<file path="config.mk">
export PLATFORM = sky130hd
export DESIGN_NAME = game_ctrl
export DESIGN_NICKNAME = d
export VERILOG_FILES = /design/src/rtl/game_ctrl.sv
export SDC_FILE = /design/constraint.sdc
export NUM_CORES = 1
export LEC_CHECK = 0
export ABC_AREA = 1
export CORE_AREA = 2 2 65 129
export CTS_CLUSTER_DIAMETER = 150
export DETAILED_ROUTE_END_ITERATION = 6
export DIE_AREA = 0 0 67 131
export HOLD_SLACK_MARGIN = 0.1
export SYNTH_ARGS = -nofsm -noshare
export SYNTH_HDL_FRONTEND = slang
export SYNTH_SLANG_ARGS = --single-unit
</file>
<file path="constraint.sdc">
create_clock -name clk -period 1.9 [get_ports clk]
set_clock_uncertainty 0.05 [all_clocks]
set_input_delay 0.19 -clock clk [delete_from_list [all_inputs] [get_ports clk]]
set_output_delay 0.19 -clock clk [all_outputs]
set_load 0.1 [all_outputs]
</file>
<file path="src/rtl/game_ctrl.sv">
// Tic-tac-toe turn sequencer and referee: conditions the button and switches, commits moves, scans win lines.
// Optional button debounce is enabled by defining GAME_CTRL_DEBOUNCE_EN.
//
// state | meaning
// IDLE  | waiting for a press; validates and commits a move
// CHECK | scanning winning line line_idx for the current mover
// WIN   | mover completed a line; outputs held until a press restarts
// DRAW  | ninth move without a win; outputs held until a press restarts
module game_ctrl #(
    parameter int DEBOUNCE_CYCLES = 250000
) (
    input  logic        clk,
    input  logic        rst,
    input  logic        button,
    input  logic [8:0]  switches,
    output logic [17:0] board,
    output logic        turn,
    output logic        busy,
    output logic        game_over,
    output logic [1:0]  winner,
    output logic [8:0]  win_line,
    output logic        illegal,
    output logic [3:0]  move_count
);

    typedef enum logic [1:0] {IDLE, CHECK, WIN, DRAW} state_t;

    logic       btn_s1, btn_s2;
    logic [8:0] sw_s1, sw_s2;
    logic       btn_lvl, btn_prev, press;

    always_ff @(posedge clk or negedge rst) begin
        if (!rst) begin
            btn_s1 <= 1'b0;
            btn_s2 <= 1'b0;
            sw_s1  <= '0;
            sw_s2  <= '0;
        end else begin
            btn_s1 <= button;
            btn_s2 <= btn_s1;
            sw_s1  <= switches;
            sw_s2  <= sw_s1;
        end
    end

`ifdef GAME_CTRL_DEBOUNCE_EN
    localparam int CW = (DEBOUNCE_CYCLES > 1) ? $clog2(DEBOUNCE_CYCLES) : 1;
    localparam logic [CW-1:0] DB_RELOAD = CW'(DEBOUNCE_CYCLES - 1);

    logic [CW-1:0] db_cnt;
    logic          db_lvl;

    // Any cycle where the synced input agrees with the debounced level reloads the timer.
    always_ff @(posedge clk or negedge rst) begin
        if (!rst) begin
            db_cnt <= '0;
            db_lvl <= 1'b0;
        end else if (btn_s2 == db_lvl) begin
            db_cnt <= DB_RELOAD;
        end else if (db_cnt == '0) begin
            db_lvl <= btn_s2;
            db_cnt <= DB_RELOAD;
        end else begin
            db_cnt <= db_cnt - CW'(1);
        end
    end

    assign btn_lvl = db_lvl;
`else
    logic unused_debounce;
    assign unused_debounce = (DEBOUNCE_CYCLES != 0);
    assign btn_lvl = btn_s2;
`endif

    always_ff @(posedge clk or negedge rst) begin
        if (!rst) begin
            btn_prev <= 1'b0;
            press    <= 1'b0;
        end else begin
            btn_prev <= btn_lvl;
            press    <= btn_lvl & ~btn_prev;
        end
    end

    function automatic logic [8:0] line_mask_f(input logic [2:0] idx);
        case (idx)
            3'd0:    line_mask_f = 9'b000_000_111;
            3'd1:    line_mask_f = 9'b000_111_000;
            3'd2:    line_mask_f = 9'b111_000_000;
            3'd3:    line_mask_f = 9'b001_001_001;
            3'd4:    line_mask_f = 9'b010_010_010;
            3'd5:    line_mask_f = 9'b100_100_100;
            3'd6:    line_mask_f = 9'b100_010_001;
            default: line_mask_f = 9'b001_010_100;
        endcase
    endfunction

    state_t      state_q, state_d;
    logic [2:0]  line_idx_q, line_idx_d;
    logic [17:0] board_q, board_d;
    logic        turn_q, turn_d;
    logic [1:0]  winner_q, winner_d;
    logic [8:0]  win_line_q, win_line_d;
    logic        illegal_q, illegal_d;
    logic [3:0]  mc_q, mc_d;

    logic [1:0] mark;
    logic [8:0] occ, line_mask;
    logic       onehot, legal, line_hit;

    always_comb begin
        mark      = turn_q ? 2'b10 : 2'b01;
        line_mask = line_mask_f(line_idx_q);
        occ       = '0;
        line_hit  = 1'b1;
        for (int i = 0; i < 9; i++) begin
            occ[i] = |board_q[2*i +: 2];
            if (line_mask[i] && (board_q[2*i +: 2] != mark))
                line_hit = 1'b0;
        end
        onehot = (|sw_s2) && ((sw_s2 & (sw_s2 - 9'd1)) == 9'd0);
        legal  = onehot && !(|(sw_s2 & occ));
    end

    always_comb begin
        state_d    = state_q;
        line_idx_d = line_idx_q;
        board_d    = board_q;
        turn_d     = turn_q;
        winner_d   = winner_q;
        win_line_d = win_line_q;
        illegal_d  = 1'b0;
        mc_d       = mc_q;
        case (state_q)
            IDLE: begin
                if (press) begin
                    if (legal) begin
                        for (int i = 0; i < 9; i++)
                            if (sw_s2[i])
                                board_d[2*i +: 2] = mark;
                        mc_d       = mc_q + 4'd1;
                        line_idx_d = 3'd0;
                        state_d    = CHECK;
                    end else begin
                        illegal_d = 1'b1;
                    end
                end
            end
            CHECK: begin
                if (line_hit) begin
                    state_d    = WIN;
                    winner_d   = mark;
                    win_line_d = line_mask;
                end else if (line_idx_q != 3'd7) begin
                    line_idx_d = line_idx_q + 3'd1;
                end else if (mc_q == 4'd9) begin
                    state_d  = DRAW;
                    winner_d = 2'b11;
                end else begin
                    turn_d  = ~turn_q;
                    state_d = IDLE;
                end
            end
            WIN, DRAW: begin
                if (press) begin
                    board_d    = '0;
                    turn_d     = 1'b0;
                    winner_d   = 2'b00;
                    win_line_d = '0;
                    mc_d       = 4'd0;
                    line_idx_d = 3'd0;
                    state_d    = IDLE;
                end
            end
            default: state_d = IDLE;
        endcase
    end

    always_ff @(posedge clk or negedge rst) begin
        if (!rst) begin
            state_q    <= IDLE;
            line_idx_q <= 3'd0;
            board_q    <= '0;
            turn_q     <= 1'b0;
            winner_q   <= 2'b00;
            win_line_q <= '0;
            illegal_q  <= 1'b0;
            mc_q       <= 4'd0;
        end else begin
            state_q    <= state_d;
            line_idx_q <= line_idx_d;
            board_q    <= board_d;
            turn_q     <= turn_d;
            winner_q   <= winner_d;
            win_line_q <= win_line_d;
            illegal_q  <= illegal_d;
            mc_q       <= mc_d;
        end
    end

    assign board      = board_q;
    assign turn       = turn_q;
    assign busy       = (state_q == CHECK);
    assign game_over  = (state_q == WIN) || (state_q == DRAW);
    assign winner     = winner_q;
    assign win_line   = win_line_q;
    assign illegal    = illegal_q;
    assign move_count = mc_q;

endmodule

</file>
==> results of run 1 <==
-- cell usage after synthesis --
| library cell | number | area (sq um) |
|---|---|---|
| ha_1 | 8 | 100.1 |
| o21ai_2 | 1 | 8.760 |
| buf_6 | 2 | 22.52 |
| inv_6 | 1 | 8.760 |
| xor2_1 | 2 | 17.52 |
| nor2_1 | 35 | 131.4 |
| buf_2 | 3 | 15.01 |
| o211ai_1 | 2 | 15.01 |
| inv_1 | 32 | 120.1 |
| nor2_2 | 5 | 31.28 |
| clkbuf_1 | 4 | 15.01 |
| buf_4 | 1 | 7.510 |
| or2_2 | 1 | 6.260 |
| and3_1 | 1 | 6.260 |
| a21oi_1 | 1 | 5.000 |
| nand3_2 | 3 | 30.03 |
| dfrtp_1 | 62 | 1551 |
| inv_2 | 2 | 7.510 |
| nand2_4 | 2 | 22.52 |
| o21ai_0 | 45 | 225.2 |
| nand3_1 | 29 | 145.1 |
| nand3b_1 | 1 | 7.510 |
| nand4_2 | 1 | 12.51 |
| a31oi_1 | 1 | 6.260 |
| nand2_1 | 100 | 375.4 |
| nor2_4 | 2 | 22.52 |
| nor3_1 | 1 | 5.000 |
| nand2_2 | 5 | 31.28 |
| o21ai_1 | 21 | 105.1 |
| mux2i_1 | 1 | 10.01 |
-- sequential cells by signal, summed over array words and instances, names as in the netlist --
signal,cells
press,1
illegal,1
btn_prev,1
sw_s1,9
state_q,2
winner,2
sw_s2,9
board,18
turn,1
move_count,4
line_idx_q,3
btn_lvl,1
win_line,9
btn_s1,1
-- power breakdown --
part           switching [mW]  total [mW]  internal, mW
sequential              0.121        1.58          1.46
clock                   0.554        1.60          1.04
combinational            1.53        2.31         0.779
total                    2.20        5.48          3.28
-- logic make-up after synthesis --
group	Yosys count
xor gates and xnor gates	2
and+or+nand+nor	186
AOI/OAI and AO/OA	71
muxes	1
adders and majority gates	8
buffers and inverters	45
DFF	62
-- area by class of cell --
type,instances,area share
Multi-Input combinational cell,269,0.3620
Timing Repair Buffer,122,0.2106
Clock inverter,4,0.009371
Sequential cell,62,0.3169
Inverter,35,0.02885
Tap cell,96,0.02367
Clock buffer,12,0.04858
-- timing repair --
action / in CTS / in global routing
endpoints found under the setup margin: 37 / 40
buffers inserted: 15 / 7
endpoints found under the hold margin: 62 / 0
pin swaps: 22 / 24
resized for setup: 80 / 66
hold buffers: 1 / 0
cloned: 1 / 1
-- layer usage --
| metal | up-vias | global-route usage |
|---|---|---|
| met5 | - | 0 |
| met4 | 0 | 0.1621 |
| met3 | 29 | 0.05137 |
| met2 | 78 | 0.3896 |
| met1 | 1525 | 0.2373 |
| li1 | 1480 | - |
-- critical path: stages, from the launching register on --
cell and delay, ns:
dfrtp_2 0.45, buf_6 0.13, ha_4 0.18, nand2_1 0.12, nand2_1 0.11, nand2_1 0.07
nor2_1 0.05, nor2_2 0.15, nand2_2 0.08, nor2_4 0.12, nand2_4 0.11, nand2_8 0.12
nand2_8 0.08, nor2_4 0.13, nand3_1 0.08, nand2_1 0.07
-- placed cells by master (no fill, tap or decap), types with 5 or more instances in the layout --
cell type / instances
nand2_4: 15
dfrtp_1: 35
nor2_1: 25
ha_4: 5
buf_12: 7
o21ai_1: 28
inv_1: 23
inv_2: 7
clkbuf_16: 10
nand3_1: 20
o21ai_0: 13
dfrtp_2: 18
nand2_1: 75
buf_4: 96
o21ai_2: 25
nand3_2: 8
buf_6: 6
clkdlybuf4s50_1: 10
nor2_4: 10
dfrtp_4: 9
nor2_2: 7
nand2_2: 14
-- path summary, 6_finish.rpt --
check                                     end     startpoint  slack, ns  cells past startpoint
worst min-delay path                 sw_s1[4]    switches[4]       0.25                      1
worst max register to register    win_line[6]  line_idx_q[0]      -0.27                     15
worst min register to register       sw_s2[5]       sw_s1[5]       0.29                      0
worst max-delay path              win_line[6]  line_idx_q[0]      -0.27                     15
max in group asynchronous       line_idx_q[0]            rst       1.16                      3
min in group asynchronous            board[3]            rst       0.36                      3
==> results.md, run 1 <==
* Global route overflow at 0
* WP data required at ~2.1 ns
* Fmax at 0.4600 GHz
* Fillers at around 630
* Register area share after synthesis at 0.5057
* Largest family of logic cells by synthesized area: simple AND/OR/NAND/NOR gates
* Number of diodes at 0
* Final WS setup at -0.2740 ns
* Root buf cell: clkbuf_16
* Clock period minus worst slack at 2.174 ns
* Placed insts at between 500 and 600
* Core Rows at 46
* CP Launch Type: register
* Vias at 3112
* Slew @ Worst Pin at between 0.6 and 0.7 ns
* DRT iter0 DRCs at 199
* Hpwl dp at 6203 um
* Initial antenna violation count at 0
* Die height at between 100 and 150 um
* CTS tree: done
* Synth Area in XOR/XNOR at 0.005710
* Pwr dens at 1081 nW/um^2
* Synth Area in Compound Gates at 0.1191
* Netlist cell types at 30
* First-pass GRT wire length at 14650 um
* Final Core Density at 0.6482
* Leak pwr at 2.364 nW
* Final Cell Area at 5074 sq um
* Failing checks: negative setup slack
* Antenna Nets Post-Route at 0
* Total GRT Usage at 0.2274
* Routability congestion estimate at 0.9684
* Met1 Wirelength at around 3500 um
* Worst slew margin at 0.5724
* RSZ-0062 raised after global routing: yes
* Final slew viol count at 0
* Clock tree buffer depth at 2
* Wire length per cell after detailed routing at 15.84 um
* Worst hold path type: in2reg
* Die width at 67 um
* Mapped cell area at 3068 sq um
* Area growth syn-to-layout at 65.38%
* Port bufs at 48
* Mux share of post-synthesis cell area at 0.003263
* CTS Buf Count at 9
* VDD IR max at 0.001183 V
* Fraction of layout cells with a size suffix above 1 at 0.5159
* #FFs+latches synth at 62
* Vias per cell at 5.187
* Syn_nets at 395
* Worst Path Arrival at 2.39 ns
* DRC at 0
* CTS sink cnt at slightly above 60
* Non-Filler Instances at 600
* H-Tree Depth at 3
* Clock latency on the worst-skew pair at 0.33 ns
* Storage cell area at around 1600 sq um
* Synth Area in Simple Gates at 0.2696
* Largest net degree at the start of global routing at 63
* Max Cap Violations at 0
* Setup CP Type: reg2reg
* Final Setup Violations at 37
* Clk slew on worst S/H paths at 0.05 ns
* Footprint of the multi-input gates at ~1800 sq um
* Max FO, Critical Path at 6
* Initial Utilization at 0.3919
* Final wirelength at 9501 um
* WHS at 0.2456 ns
* Status: finished, violations left
* Kind of end point of the critical path: register
* Vias in the first global route at 3140
* WL met3 at between 300 and 400 um
* Total power at 5.483 mW
* Met2 wire length at 5277 um
* TNS Setup at -5.339 ns
* Core Area at roughly 7800 sq um
* Gate Count Post-Synth at 375
* Total iterations of the first detailed-routing run at 5
* Full die area at approximately 9000 sq um
* Placed Area at 4050 sq um
* Top Metal Used: met4
* Post-Place Setup Slack at -0.3661 ns
* Top Ports at 49
* Yosys warning count at 0
* Synthesized-area fraction occupied by adder cells at 0.03263
* Hold Vio Cnt, Final at 0
* Net count, final at 519
* Syn Area/Cell at 8.181 sq um
* Fin crit share at 1.144
No activity file was read; power rests on OpenSTA's default activity.
==> run 2, diff against run 1 <==
--- a/config.mk
+++ b/config.mk
@@ -6,10 +6,10 @@
 export NUM_CORES = 1
 export LEC_CHECK = 0
 export ABC_AREA = 1
-export CORE_AREA = 2 2 65 129
+export CORE_AREA = 10 10 73 137
 export CTS_CLUSTER_DIAMETER = 150
 export DETAILED_ROUTE_END_ITERATION = 6
-export DIE_AREA = 0 0 67 131
+export DIE_AREA = 0 0 83 147
 export HOLD_SLACK_MARGIN = 0.1
 export SYNTH_ARGS = -nofsm -noshare
 export SYNTH_HDL_FRONTEND = slang
==> results.md, run 2 (synthesis results as in run 1) <==
* Initial antenna violation count at 0
* Leak pwr at 2.210 nW
* Total iterations of the first detailed-routing run at 4
* Wire length per cell after detailed routing at 15.58 um
* Total GRT Usage at 0.1525
* Clock latency on the worst-skew pair at 0.33 ns
* Vias in the first global route at 3197
* Max Cap Violations at 0
* WP data required at 2.07 ns
* DRT iter0 DRCs at 150
* Net switching power at 2.128 mW
* Die width at between 80 and 90 um
* Final wirelength at between 9000 and 10000 um
* Hold path cells at 1
* Sw Share at 0.4026
* CTS tree: done
* Hold Vio Cnt, Final at 0
* Internal power at ~3.2 mW
* Commonest non-fill, non-tap cells in the layout: buf_4, nand2_1, o21ai_1
* Max FFs per register at 18
* Antenna Nets Post-Route at 0
* WHS at 0.2414 ns
* Global route overflow at 0
* Fillers at 675
* Core Area at between 7000 and 8000 sq um
* Setup CP Type: reg2reg
* RSZ-0062 raised after global routing: yes
* Clock period minus worst slack at approximately 2.2 ns
* Reg-to-reg startpoint: line_idx_q[0]
* Depth of the worst register-to-register path at 14
* VDD IR max at 0.0007100 V
* CP Launch Type: register
* Top Ports at 49
* Clk slew on worst S/H paths at roughly 0.060 ns
* Worst hold path type: in2reg
* Fraction of layout cells with a size suffix above 1 at 0.4389
* Area growth syn-to-layout at 56.16%
* CTS sink cnt at 62
* DRC at 0
* CTS Buf Count at 9
* Root buf cell: clkbuf_16
* Hpwl dp at 6703 um
* Final slew viol count at 0
* Worst slew margin at 0.5912
* Vias per cell at between 5 and 6
* Clock tree buffer depth at 2
* Number of diodes at 0
* Full die area at between 10000 and 15000 sq um
* First-pass GRT wire length at 15220 um
* Worst Path Arrival at 2.32 ns
* H-Tree Depth at 3
* Combinational power share at 0.400
* Hold_sp: switches[4]
* TNS Setup at -3.832 ns
* Fmax at 0.4634 GHz
* Die height at 147 um
* Initial Utilization at 0.3919
* Kind of end point of the critical path: register
* Most common cell after layout, fill and taps aside: buf_4
* Core Rows at between 40 and 50
* Max FO, Critical Path at 6
* Final Setup Violations at 21
* Port bufs at 48
* Largest net degree at the start of global routing at 45
* Pwr dens at ~1100 nW/um^2
* Final WS setup at -0.2580 ns
* Register share of total power at 0.294
* Fin crit share at 1.136
* Routability congestion estimate at 0.8959
* Failing checks: negative setup slack
* Clock share of power at 0.306
* Status: finished, violations left
* Net count, final at 514
* Critical Path Source: line_idx_q[0]
* Slew @ Worst Pin at 0.6125 ns
* Vias at 2994
## run 2: metal layers
layer / up-vias / wire length [um] / track usage
met1: 1424 / 3497 / 0.1592
met3: 29 / 349 / 0.03488
li1: 1464 / - / -
met2: 77 / 4950 / 0.2616
met5: - / 0 / 0
met4: 0 / 473 / 0.1070
## run 2: critical path, cell delays in order, from the launching register on
cell and delay [ns]:
dfrtp_2 0.44, buf_4 0.15, ha_4 0.18, nand2_1 0.11
nand3_2 0.11, nor2_2 0.16, nor2_2 0.07, nor2_2 0.15
nor2_4 0.06, nand2_4 0.12, nand2_1 0.08, nand2_2 0.08
nand3_4 0.10, nand2_2 0.10, o21ai_1 0.07
## run 2: metrics by stage
step | utilization | setup slack (ns) | power (mW) | cell area [sq um] | cells
after detailed placement | 0.5193 | -0.3210 | 3.402 | 4065 | 562
after global routing | 0.6121 | -0.3942 | 5.541 | 4791 | 595
after global placement | 0.5193 | -0.2421 | 3.384 | 4065 | 562
after CTS | 0.5889 | -0.1636 | 5.185 | 4609 | 589
after floorplan | - | -0.1245 | 2.784 | 3154 | 375
final | 0.6121 | -0.2580 | 5.286 | 4791 | 595
## run 2: what timing repair did
| action | CTS | global route |
|---|---|---|
| gates resized for setup | 47 | 35 |
| setup endpoints to repair | 39 | 40 |
| setup buffers | 9 | 6 |
| gates cloned | 1 | 0 |
| endpoints found under the hold margin | 18 | 0 |
| hold buffers | 1 | 0 |
| pin swaps | 30 | 19 |
## run 2: final timing paths
path,endpoint,slack (ns)
max reg2reg,line_idx_q[1],-0.26
max in group asynchronous,line_idx_q[0],0.92
min in group asynchronous,board[2],0.29
min,sw_s1[4],0.24
min reg2reg,sw_s2[1],0.30
max,line_idx_q[1],-0.26
## run 2: final cells by class
cell class              count  area [sq um]  area share
inverters                  35         147.6     0.03082
well taps                  96         120.1     0.02507
repair buffers            117         993.5      0.2074
flip-flops and latches     62          1604      0.3348
clock buffers               9         225.2     0.04701
clock inverters             7         73.82     0.01541
multi-input cells         269          1627      0.3395
## run 2: power by group through the flow
| stage | combinational (mW) | sequential (mW) | clock, mW |
|---|---|---|---|
| final | 2.11 | 1.55 | 1.62 |
| after global routing | 2.26 | 1.57 | 1.71 |
| after floorplan | 0.705 | 2.08 | 0 |
| after CTS | 1.99 | 1.55 | 1.65 |
| after global placement | 1.83 | 1.56 | 0 |
| after detailed placement | 1.84 | 1.56 | 0 |
==> run 3, diff against run 2 <==
--- a/config.mk
+++ b/config.mk
@@ -6,10 +6,10 @@
 export NUM_CORES = 1
 export LEC_CHECK = 0
 export ABC_AREA = 1
-export CORE_AREA = 10 10 73 137
+export CORE_AREA = 10 10 99 101
 export CTS_CLUSTER_DIAMETER = 150
 export DETAILED_ROUTE_END_ITERATION = 6
-export DIE_AREA = 0 0 83 147
+export DIE_AREA = 0 0 109 111
 export HOLD_SLACK_MARGIN = 0.1
 export SYNTH_ARGS = -nofsm -noshare
 export SYNTH_HDL_FRONTEND = slang
==> results.md, run 3 (synthesis results as in run 1) <==
* VDD IR max at 0.0005942 V
* Hpwl dp at 6133 um
* CTS Buf Count at 9
* Kind of end point of the critical path: register
* First-pass GRT wire length at 14700 um
* Commonest non-fill, non-tap cells in the layout: buf_4, nand2_1, o21ai_1
* WL met3 at 536 um
* Met1 Wirelength at between 3000 and 4000 um
* Placed Area at 4026 sq um
* Vias in the first global route at 3005
* Fraction of layout cells with a size suffix above 1 at 0.4861
* Leak pwr at between 2 and 2.5 nW
* Flop2flop setup slack at -0.27 ns
* Die height at 111 um
* Core Rows at 33
* Top Metal Used: met4
* Number of diodes at 0
* Total power at 5.362 mW
* CP Launch Type: register
* Max incr delay on CP at 0.47 ns
* Reg-to-reg startpoint: line_idx_q[1]
* Worst slew margin at 0.6099
* Final wirelength at 9205 um
* Largest net degree at the start of global routing at 63
* Clock latency on the worst-skew pair at 0.35 ns
* Failing checks: negative setup slack
* Final WS setup at -0.2667 ns
* Max FFs per register at 18
* Core Area at 7969 sq um
* CTS tree: done
* Top Ports at 49
* Final slew viol count at 0
* Slew @ Worst Pin at about 0.58 ns
* Most common cell after layout, fill and taps aside: buf_4
* Final Cell Area at 4923 sq um
* Worst path bufs/invs at 2
* Die width at around 110 um
* Net count, final at 517
* Vias at 3000
* Worst hold path type: in2reg
* Vias per cell at around 4.9
* Pwr dens at 1089 nW/um^2
* Initial Utilization at 0.3850
* Fmax at about 0.46 GHz
* CP top delay family: simple AND/OR/NAND/NOR gates
* Worst Path Arrival at approximately 2.4 ns
* Full die area at 12100 sq um
* Clock period minus worst slack at 2.167 ns
* TNS Setup at -5.429 ns
* Global route overflow at 0
* Fin crit share at 1.140
* Final Setup Violations at 37
* CTS sink cnt at 62
* Port bufs at 48
* Clk slew on worst S/H paths at 0.08 ns
* DRC at 0
* Status: finished, violations left
* Wire length per cell after detailed routing at 15.16 um
* RSZ-0062 raised after global routing: yes
* Area growth syn-to-layout at 60.48%
* DRT iter0 DRCs at between 150 and 200
* Clock tree buffer depth at 2
* Post-Place Setup Slack at -0.2483 ns
* Levels on crit path at 16
* Depth of the worst register-to-register path at 16
* Hold_sp: button
* R2r endpoint: winner[0]
* Worst-path cell chain: buf_6, ha_4, nand2_1, nand2_1, nor2_2, o21ai_2, nand2_1, nand2_1, nor2_2, nand2_4, buf_6, nand3_4, nand2_4, nor2_4, nand2_1, nand2_1
* WP data required at 2.14 ns
* Setup CP Type: reg2reg
* Total GRT Usage at 0.1525
* Root buf cell: clkbuf_8
* CP dominant cell by count: nand2_1
* Hold Vio Cnt, Final at 0
* Hold path cells at 1
* Routability congestion estimate at 0.8544
* Initial antenna violation count at 0
* Hold endpoint: btn_s1
* Antenna Nets Post-Route at 0
* Worst path slowest cell: dfrtp_2
* Met2 wire length at 4614 um
* Max FO, Critical Path at 5
* Total iterations of the first detailed-routing run at 4
* H-Tree Depth at 3
* Max Cap Violations at 0
[run 3: cell types whose count changed in the layout (fill, tap and decap cells not counted), sizes merged]
cell,change
buf,+2
inv,+1
bufinv,+3
clkinvlp,-1
clkinv,-3
nor2,+1
[run 3: worst reg2reg max path, stage by stage, from the launching register on]
cell and delay, ns:
dfrtp_2 0.47, buf_6 0.14, ha_4 0.16, nand2_1 0.08, nand2_1 0.07, nor2_2 0.10
o21ai_2 0.08, nand2_1 0.06, nand2_1 0.07, nor2_2 0.19, nand2_4 0.12, buf_6 0.15
nand3_4 0.06, nand2_4 0.07, nor2_4 0.12, nand2_1 0.06, nand2_1 0.06
[run 3: what timing repair did]
action / CTS / global route
gates cloned: 2 / 0
pin swaps: 11 / 25
resized for setup: 53 / 70
endpoints found under the setup margin: 40 / 41
hold buffers: 1 / 0
endpoints found under the hold margin: 62 / 0
buffers inserted: 13 / 13
[run 3: per-stage QoR]
| stage | cells | util | hold slack, ns |
|---|---|---|---|
| final | 607 | 0.6178 | 0.2305 |
| after global placement | 566 | 0.5053 | 0.1713 |
| after detailed placement | 566 | 0.5053 | 0.1733 |
| after global routing | 607 | 0.6178 | 0.2159 |
| after floorplan | 375 | - | -0.1556 |
| after CTS | 598 | 0.5767 | 0.2130 |
[run 3: final cells by class]
cell class	count	area (sq um)
clock inverter	7	145.1
multi-input combinational	270	1748
clock buffer	9	123.9
fill	648	3045
sequential	62	1607
inverter	35	148.9
tap	105	131.4
timing repair buffer	119	1020
[run 3: per-layer routing]
layer  vias up  global-route usage
met3        28             0.04244
met2        76              0.2385
li1       1471                   -
met4         0             0.08267
met1      1425              0.1833
met5         -                   0
[run 3: worst max path at each step]
| stage | end | slack (ns) | startpoint |
|---|---|---|---|
| 2_1_floorplan | win_line[1] | -0.12 | turn |
| 3_3_place_gp | win_line[7] | -0.22 | line_idx_q[1] |
| 3_5_place_dp | win_line[4] | -0.25 | line_idx_q[1] |
| 4_1_cts | win_line[4] | -0.17 | line_idx_q[0] |
| 5_1_grt | winner[0] | -0.46 | line_idx_q[1] |
| 6_report | winner[0] | -0.27 | line_idx_q[1] |
[run 3: power by group]
group,internal [mW],leakage (nW),total [mW],switching (mW)
combinational,0.751,1.35,2.23,1.48
sequential,1.45,0.764,1.55,0.0995
clock,1.01,0.130,1.58,0.569
